**src/rtl/act_pkg.sv**
```systemverilog
// ---------------------------------------------------------------------------
// act_pkg
// Shared types and constants for the activation word packer.
//
//   ACT_W      width of one activation byte from the tanh stage
//   WORD_W     width of a packed word on the bus side
//   LANES      bytes per packed word (little-endian, lane 0 in [7:0])
//   act_word_t one FIFO entry: last flag + packed data
//              (+ per-lane valid mask when ACT_WORD_PACKER_BYTEMASK_EN)
//   lane_e     byte-lane fill state of the packer
//
// Optional feature macro: ACT_WORD_PACKER_BYTEMASK_EN
// ---------------------------------------------------------------------------
package act_pkg;

  localparam int unsigned ACT_W  = 8;
  localparam int unsigned WORD_W = 32;
  localparam int unsigned LANES  = 4;

  typedef struct packed {
`ifdef ACT_WORD_PACKER_BYTEMASK_EN
    logic [LANES-1:0]  mask;
`endif
    logic              last;
    logic [WORD_W-1:0] data;
  } act_word_t;

  typedef enum logic [1:0] {
    FILL0 = 2'd0,
    FILL1 = 2'd1,
    FILL2 = 2'd2,
    FILL3 = 2'd3
  } lane_e;

  // Next lane in the fill rotation; FILL3 wraps to FILL0.
  function automatic lane_e lane_next(input lane_e lane);
    lane_e nxt;
    unique case (lane)
      FILL0:   nxt = FILL1;
      FILL1:   nxt = FILL2;
      FILL2:   nxt = FILL3;
      default: nxt = FILL0;
    endcase
    return nxt;
  endfunction

  // Lanes 0..lane hold real bytes when a word is pushed from this lane.
  function automatic logic [LANES-1:0] lane_mask(input lane_e lane);
    logic [LANES-1:0] m;
    unique case (lane)
      FILL0:   m = 4'b0001;
      FILL1:   m = 4'b0011;
      FILL2:   m = 4'b0111;
      default: m = 4'b1111;
    endcase
    return m;
  endfunction

endpackage

```
**src/rtl/act_sync_fifo.sv**
```systemverilog
// ---------------------------------------------------------------------------
// act_sync_fifo
// First-word-fall-through synchronous FIFO of act_word_t entries.
//
// Ports:
//   clk_i        system clock
//   rst_i        asynchronous active-high reset (clears pointers, count, storage)
//   push_i       write push_word_i (ignored when full)
//   push_word_i  entry to write
//   pop_i        consume the head entry (ignored when empty)
//   head_o       current head entry, valid while !empty_o
//   count_o      occupancy, 0..DEPTH
//   full_o       count_o == DEPTH
//   empty_o      count_o == 0
//
// DEPTH must be a power of two and at least 2 so pointers wrap naturally.
// ---------------------------------------------------------------------------
module act_sync_fifo
  import act_pkg::*;
#(
  parameter  int unsigned DEPTH = 4,
  localparam int unsigned AW    = $clog2(DEPTH),
  localparam int unsigned CNT_W = AW + 1
) (
  input  logic             clk_i,
  input  logic             rst_i,
  input  logic             push_i,
  input  act_word_t        push_word_i,
  input  logic             pop_i,
  output act_word_t        head_o,
  output logic [CNT_W-1:0] count_o,
  output logic             full_o,
  output logic             empty_o
);

  act_word_t        mem_q [DEPTH];
  logic [AW-1:0]    wptr_q, wptr_d;
  logic [AW-1:0]    rptr_q, rptr_d;
  logic [CNT_W-1:0] count_q, count_d;
  logic             do_push;
  logic             do_pop;

  assign full_o  = (count_q == CNT_W'(DEPTH));
  assign empty_o = (count_q == '0);

  assign do_push = push_i && !full_o;
  assign do_pop  = pop_i && !empty_o;

  always_comb begin
    wptr_d  = wptr_q;
    rptr_d  = rptr_q;
    count_d = count_q;
    if (do_push) begin
      wptr_d = wptr_q + AW'(1);
    end
    if (do_pop) begin
      rptr_d = rptr_q + AW'(1);
    end
    unique case ({do_push, do_pop})
      2'b10:   count_d = count_q + CNT_W'(1);
      2'b01:   count_d = count_q - CNT_W'(1);
      default: count_d = count_q;
    endcase
  end

  always_ff @(posedge clk_i or posedge rst_i) begin
    if (rst_i) begin
      wptr_q  <= '0;
      rptr_q  <= '0;
      count_q <= '0;
      for (int unsigned i = 0; i < DEPTH; i++) begin
        mem_q[i] <= '0;
      end
    end else begin
      wptr_q  <= wptr_d;
      rptr_q  <= rptr_d;
      count_q <= count_d;
      if (do_push) begin
        mem_q[wptr_q] <= push_word_i;
      end
    end
  end

  assign head_o  = mem_q[rptr_q];
  assign count_o = count_q;

endmodule

```
**src/rtl/act_word_packer.sv**
```systemverilog
// ---------------------------------------------------------------------------
// act_word_packer
// Packs 8-bit activation bytes from the tanh stage into little-endian 32-bit
// words, zero-padding the final partial word of each vector, and buffers the
// words in a FWFT FIFO for the bus/DMA reader.
//
// Ports:
//   clk_i         system clock
//   rst_i         asynchronous active-high reset
//   act_valid_i   activation byte valid
//   act_data_i    activation byte (opaque)
//   act_last_i    byte ends the current vector
//   act_ready_o   byte can be accepted (FIFO not full; registered state only)
//   word_valid_o  FIFO head holds a word
//   word_data_o   FIFO head word, byte 0 in [7:0]
//   word_last_o   head word ends a vector
//   word_mask_o   per-lane real-byte mask (only with ACT_WORD_PACKER_BYTEMASK_EN)
//   word_ready_i  consumer takes the head word
//   fifo_count_o  FIFO occupancy
//
// Optional feature macro: ACT_WORD_PACKER_BYTEMASK_EN
// ---------------------------------------------------------------------------
module act_word_packer
  import act_pkg::*;
#(
  parameter  int unsigned FIFO_DEPTH = 4,
  localparam int unsigned CNT_W      = $clog2(FIFO_DEPTH) + 1
) (
  input  logic              clk_i,
  input  logic              rst_i,
  input  logic              act_valid_i,
  input  logic [ACT_W-1:0]  act_data_i,
  input  logic              act_last_i,
  output logic              act_ready_o,
  output logic              word_valid_o,
  output logic [WORD_W-1:0] word_data_o,
  output logic              word_last_o,
`ifdef ACT_WORD_PACKER_BYTEMASK_EN
  output logic [LANES-1:0]  word_mask_o,
`endif
  input  logic              word_ready_i,
  output logic [CNT_W-1:0]  fifo_count_o
);

  lane_e             lane_q, lane_d;
  logic [1:0]        lane_idx;
  logic [WORD_W-1:0] part_q, part_d;
  logic              accept;
  logic              push_en;
  act_word_t         push_word;
  act_word_t         head_word;
  logic              fifo_full;
  logic              fifo_empty;

  assign lane_idx = lane_q;

  assign act_ready_o = !fifo_full;
  assign accept      = act_valid_i && act_ready_o;
  assign push_en     = accept && ((lane_q == FILL3) || act_last_i);

  always_comb begin
    lane_d = lane_q;
    part_d = part_q;
    if (accept) begin
      part_d[{lane_idx, 3'b000} +: ACT_W] = act_data_i;
      lane_d = push_en ? FILL0 : lane_next(lane_q);
    end
  end

  // The completing byte bypasses the partial register so the word is pushed
  // in the same cycle; lanes above it are forced to zero regardless of what
  // an earlier vector left in part_q.
  always_comb begin
    push_word      = '0;
    push_word.last = act_last_i;
    for (int unsigned i = 0; i < LANES; i++) begin
      if (2'(i) < lane_idx) begin
        push_word.data[i*ACT_W +: ACT_W] = part_q[i*ACT_W +: ACT_W];
      end else if (2'(i) == lane_idx) begin
        push_word.data[i*ACT_W +: ACT_W] = act_data_i;
      end
    end
`ifdef ACT_WORD_PACKER_BYTEMASK_EN
    push_word.mask = lane_mask(lane_q);
`endif
  end

  always_ff @(posedge clk_i or posedge rst_i) begin
    if (rst_i) begin
      lane_q <= FILL0;
      part_q <= '0;
    end else begin
      lane_q <= lane_d;
      part_q <= part_d;
    end
  end

  act_sync_fifo #(
    .DEPTH (FIFO_DEPTH)
  ) u_fifo (
    .clk_i       (clk_i),
    .rst_i       (rst_i),
    .push_i      (push_en),
    .push_word_i (push_word),
    .pop_i       (word_ready_i),
    .head_o      (head_word),
    .count_o     (fifo_count_o),
    .full_o      (fifo_full),
    .empty_o     (fifo_empty)
  );

  assign word_valid_o = !fifo_empty;
  assign word_data_o  = head_word.data;
  assign word_last_o  = head_word.last;
`ifdef ACT_WORD_PACKER_BYTEMASK_EN
  assign word_mask_o  = head_word.mask;
`endif

endmodule

```
**config.mk**
```make
export PLATFORM = sky130hd
export DESIGN_NAME = act_word_packer
export DESIGN_NICKNAME = d
export VERILOG_FILES = /design/src/rtl/act_pkg.sv /design/src/rtl/act_sync_fifo.sv /design/src/rtl/act_word_packer.sv
export SDC_FILE = /design/constraint.sdc
export NUM_CORES = 1
export LEC_CHECK = 0
export ABC_AREA = 1
export ABC_CLOCK_PERIOD_IN_PS = 8200
export BUFFER_PORTS_ARGS = -buffer_cell sky130_fd_sc_hd__buf_4
export CAP_MARGIN = 20
export CORE_ASPECT_RATIO = 0.6
export CORE_UTILIZATION = 39
export CTS_CLUSTER_DIAMETER = 150
export DETAILED_ROUTE_END_ITERATION = 8
export GPL_TIMING_DRIVEN = 0
export PLACE_DENSITY = 0.65
export SYNTH_ARGS = -nofsm -noshare
export SYNTH_HDL_FRONTEND = slang
export SYNTH_SLANG_ARGS = --single-unit
export TNS_END_PERCENT = 10
```
**constraint.sdc**
```tcl
create_clock -name clk_i -period 8.2 [get_ports clk_i]
set_clock_uncertainty 0.15 [all_clocks]
set_input_delay 1.64 -clock clk_i [delete_from_list [all_inputs] [get_ports clk_i]]
set_output_delay 1.64 -clock clk_i [all_outputs]
set_load 0.1 [all_outputs]
```
# Yosys cells after proc, flatten, opt, wreduce, memory -nomap -nowiden
# Cells that the tools add are included.
# classes
addsub,5
magnitude_cmp,7
eq_ne,9
n_shift,2
mux,18
bitwise_logic,2
n_reduce_logical,11
# op_table
operator,n
bitwise mux 132 bit,1
2-to-1 mux 33 bit,3
binary-select mux 33 bit (select 2 bit),1
demux 33 bit (select 2 bit),1
2-to-1 mux 8 bit,8
bitwise mux 32 bit,1
"variable shift 8 x 7 -> 32 bit, first input constant",1
variable part select 8 x 7 -> 32 bit,1
negator 5 -> 7 bit,1
"equality test 2 bit, second input constant",3
"greater-or-equal comparator 3 bit, second input constant",2
inverter 2 -> 3 bit,2
one-hot mux 2 bit (3 select lines),1
one-hot mux 3 bit (2 select lines),1
logical AND 1 bit,5
"adder 2 x 1 -> 2 bit, second input constant",2
"equality test 2 x 1 -> 1 bit, second input constant",2
"equality test 2 bit, first input constant",2
"< comparator 1 x 2 -> 1 bit, first input constant",2
"< comparator 2 bit, first input constant",2
"adder 3 x 1 -> 3 bit, second input constant",1
"equality test 3 bit, second input constant",1
logical NOT 3 bit,1
"< comparator 3 x 1 -> 1 bit, second input constant",1
7 further kinds,8
# word_totals
register_bits,173
in_bits,13
out_inout_bits,38
wordCells,67

# Longest topological paths before layout
# depth
word_depth,7
ltp_mapped,14

# Modules after synthesis
# Synthesis repeated with hierarchy kept, for this count alone.
# unflattened
cells_unflattened,1122
area_unflattened_um2,8524.4
# modules_own_cells
mod,instances,cells_each,area_per_inst_um2,seq_area_each_um2
act_sync_fifo,1,866,6837.8,3478.3
act_word_packer,1,256,1686.6,650.6

# Worst setup path after synthesis
# Ideal clock, no wire load.
# synth_timing
path_type,register to output
startpoint,reg u_fifo.rptr_q[0]
endpoint,out word_data_o[10]
arrival_time_ns,2.459
required_time_ns,6.410
setup_slack_ns,3.951
path_stages_with_launch,6
cell_sequence,dfrtp_1 > inv_1 > buf_2 > clkbuf_1 > nor2_1 > o22ai_1
# synth_via
elab_chain_len,4
# synth_rtl
element,line,rtl
"start, declared",act_sync_fifo.sv:38,"logic [AW-1:0] rptr_q, rptr_d;"
"start signal, assigned",act_sync_fifo.sv:76,rptr_q <= rptr_d;
inverter 2 -> 3 bit (implied by the code),act_sync_fifo.sv:84,assign head_o = mem_q[rptr_q];
binary-select mux 33 bit (select 2 bit),act_sync_fifo.sv:84,
2-to-1 mux 33 bit (implied by the code) (2 in series),act_sync_fifo.sv:84,
"end, declared",act_word_packer.sv:36,"output logic [WORD_W-1:0] word_data_o,"
# Every way passes these cells. The select of a mux whose other input is x is not followed.

# Final worst setup path
# layout_timing
startpoint,reg u_fifo.rptr_q[0]
endpoint,out word_data_o[24]
# The elaborated chain is that of the path after synthesis.

==> impl_metrics.csv <==
group,metric,value,unit
status,status,"finished, final reports clean",
logic_synthesis,async_reset_ff_frac,1.00,
final_layout,diodes,0,
floorplanning,core_area,21000,µm²
critical_path,criticalPathCategory,"reg2out",
floorplanning,die-area,22100,µm²
final_layout,syn2layout_area_growth,16.1,%
cts,cts_buffers,17,
critical_path,worst_path_max_delay_cell,"clkbuf_1",
critical_path,arrival,2.77,ns
sta,report.final.slew_viol_count,0,
logic_synthesis,synth_common_cells,"nand2_1 (378), dfrtp_1 (165), nand4_1 (152)",
sta,finalCritPeriodShare,0.556,
routing,wl,28900,µm
routing,drc_errors,0,
routing,ant_nets,0,
critical_path,required,6.41,ns
sta,rsz0062_at_grt,"false",
logic_synthesis,synth_top_area_cell,"dfrtp_1",
critical_path,slowest_delay,0.60,ns
sta,timing.max_slew.rel_slack,0.533,
logic_synthesis,synth_top_area_frac,0.493,
global_routing,antenna_found_initial,0,
sta,tns,0,ns
logic_synthesis,syn_avg_cell_area,7.81,µm²
final_layout,fin_cells,1434,
global_routing,first_global_vias,7480,
logic_synthesis,synth_most_common_cell,"nand2_1",
final_layout,drive_gt1_frac,0.111,
global_routing,grt_use_total,0.271,
critical_path,worstPathMaxFanout,10,
placement,globalplace.congestion,0.911,
critical_path,worst_path_dominant_cell_family,"buffers and inverters",
routing,vias,8165,
critical_path,worstPathCellList,"clkbuf_1, clkbuf_1, nor2_1, o22ai_1, buf_4",
cts,cts-root-buf,"clkbuf_16",
cts,cts.sinks,165,
sta,whs,0.320,ns
logic_synthesis,synth.distinct_cells,23,
floorplanning,die_x,191,µm
cts,cts_tree,"yes",
min_path,hold_class,"reg2reg",
logic_synthesis,ys_ff_latch,165,
logic_synthesis,netlist_instances,1073,
cts,cts_setup_buffers,0,
placement,hpwl,20400,µm
global_routing,grt_pass1_wl,44200,µm
critical_path,worst_path_most_repeated_cell,"clkbuf_1",
global_routing,grt_max_degree,122,
sta,worst_slew_pin_slew,0.701,ns
placement,dp.cells,1403,
logic_synthesis,ys_top_cells_by_area,"dfrtp_1 (49%), nand2_1 (17%), nand4_1 (11%), o21ai_0 (4.6%), nor2_1 (3.6%)",
cts,htreeDepth,4,
logic_synthesis,syn_nets,1099,
floorplanning,num_io_pins,51,
cts,postCtsHoldBufs,0,
sta,min_period,4.56,ns
floorplanning,rows,41,
floorplanning,initial_core_util,0.399,
global_routing,gr-total-overflow,0,
logic_synthesis,yosys_warnings,0,
cts,cts.path.max_buffers,2,
sta,hold_viol_final,0,
placement,portBuffers,50,
logic_synthesis,syn_area,8380,µm²
routing,first_pass_iters,6,
final_layout,fillers,2118,
floorplanning,dieHeight,116,µm
logic_synthesis,ys.flop_type,"dfrtp_1",
sta,finalSetupViolations,0,
routing,via_per_inst,5.69,
routing,post_drt_wl_per_cell,20.1,µm
logic_synthesis,synth_edf_count,0,
critical_path,critical_path_buf_inv_count,3,
sta,timing.fmax,0.219,GHz
job,drv_cap,0,
final_layout,fin_nets,1169,
cts,postCtsResizedCells,0,
cts,insertion_delay,0.45,ns
critical_path,worst_setup_path_start_kind,"register",
logic_synthesis,ys_seq_area_frac,0.493,
critical_path,endpoint_kind,"output pin",
cts,clk_pin_slew_worst_paths,0.07,ns
routing,drt_iter0_markers,1080,
final_layout,final_util,0.463,
[layout make-up]
cell class	count	area [µm²]	area share
Sequential cell	165	4130	0.424
Multi-Input combinational cell	774	3650	0.376
Buffer	93	444	0.0457
Clock buffer	18	439	0.0451
Timing Repair Buffer	51	403	0.0414
Tap cell	279	349	0.0359
Inverter	41	161	0.0166
Clock inverter	13	149	0.0153
[stage by stage]
stage                     setup WS (ns)  cell area (µm²)
after CTS                          3.76             9730
after floorplan                    1.95             8380
final                              3.64             9730
after detailed placement           4.25             9140
after global routing               3.56             9730
after global placement           -0.189             9110
[layout by cell type (no fill, tap or decap)]
cell        count
clkbuf_1       47
clkinv_2        2
bufinv_16       2
inv_6           3
clkinv_1        1
xor2_1          2
clkbuf_8        1
clkbuf_16      17
a21oi_2         1
clkinv_4        3
o22ai_1        33
buf_6           5
buf_4          54
clkinvlp_4      2
dfrtp_1       165
buf_16          1
inv_8           2
nor2_1         80
inv_1          38
a21oi_1         1
nor3_1          8
nand2_1       378
inv_2           1
ha_1           12
buf_2          34
xnor2_1         1
fa_1            1
o21ai_0        77
nand4_1       152
o211ai_1        1
nand3_1        27
buf_1           3
[path summary, 6_finish.rpt]
check | from | depth (start not counted) | endpoint | slack, ns
hold / removal | part_q[6] | 2 | part_q[6] | 0.32
max in group asynchronous | rst_i | 3 | u_fifo.mem_q[128] | 5.93
setup reg to reg | lane_idx[0] | 14 | u_fifo.count_o[2] | 5.28
hold reg to reg | part_q[6] | 2 | part_q[6] | 0.32
setup / recovery | u_fifo.rptr_q[0] | 5 | word_data_o[24] | 3.64
min in group asynchronous | rst_i | 2 | u_fifo.mem_q[104] | 1.03
[worst reg2reg max path, delay by kind of cell, from the launching register on]
family	cells	cell delay, ns
adder cells (fa/ha/maj)	3	0.80
XOR/XNOR	1	0.16
flip-flops	1	0.45
buffers and inverters	5	0.74
AND/OR/NAND/NOR	5	0.53
[sequential cells by signal, summed over array words and instances (netlist names)]
| signal | cells |
|---|---|
| u_fifo.rptr_q | 2 |
| u_fifo.wptr_q | 2 |
| part_q | 24 |
| u_fifo.mem_q | 132 |
| u_fifo.count_o | 3 |
| lane_idx | 2 |
[cell families (layout without fill, tap and decap cells)]
kind of cell / count (synthesis) / in the layout / share of synthesized area
AND/OR/NAND/NOR: 645 / 645 / 0.339
flip-flops: 165 / 165 / 0.493
buffers and inverters: 134 / 216 / 0.0714
AO/OA/AOI/OAI: 113 / 113 / 0.0731
adder cells (fa/ha/maj): 13 / 13 / 0.0203
XOR/XNOR: 3 / 3 / 0.00314
[metal layers]
metal,global-route usage,wire [µm],up-vias
met3,0.0781,3190,35
li1,-,-,3759
met4,0.0794,455,0
met1,0.421,13800,3925
met2,0.355,11400,446
met5,0,0,-
Power is left out: the tool's default activity adds up to more than one toggle a clock period on the data nets, which glitch-free logic cannot reach.
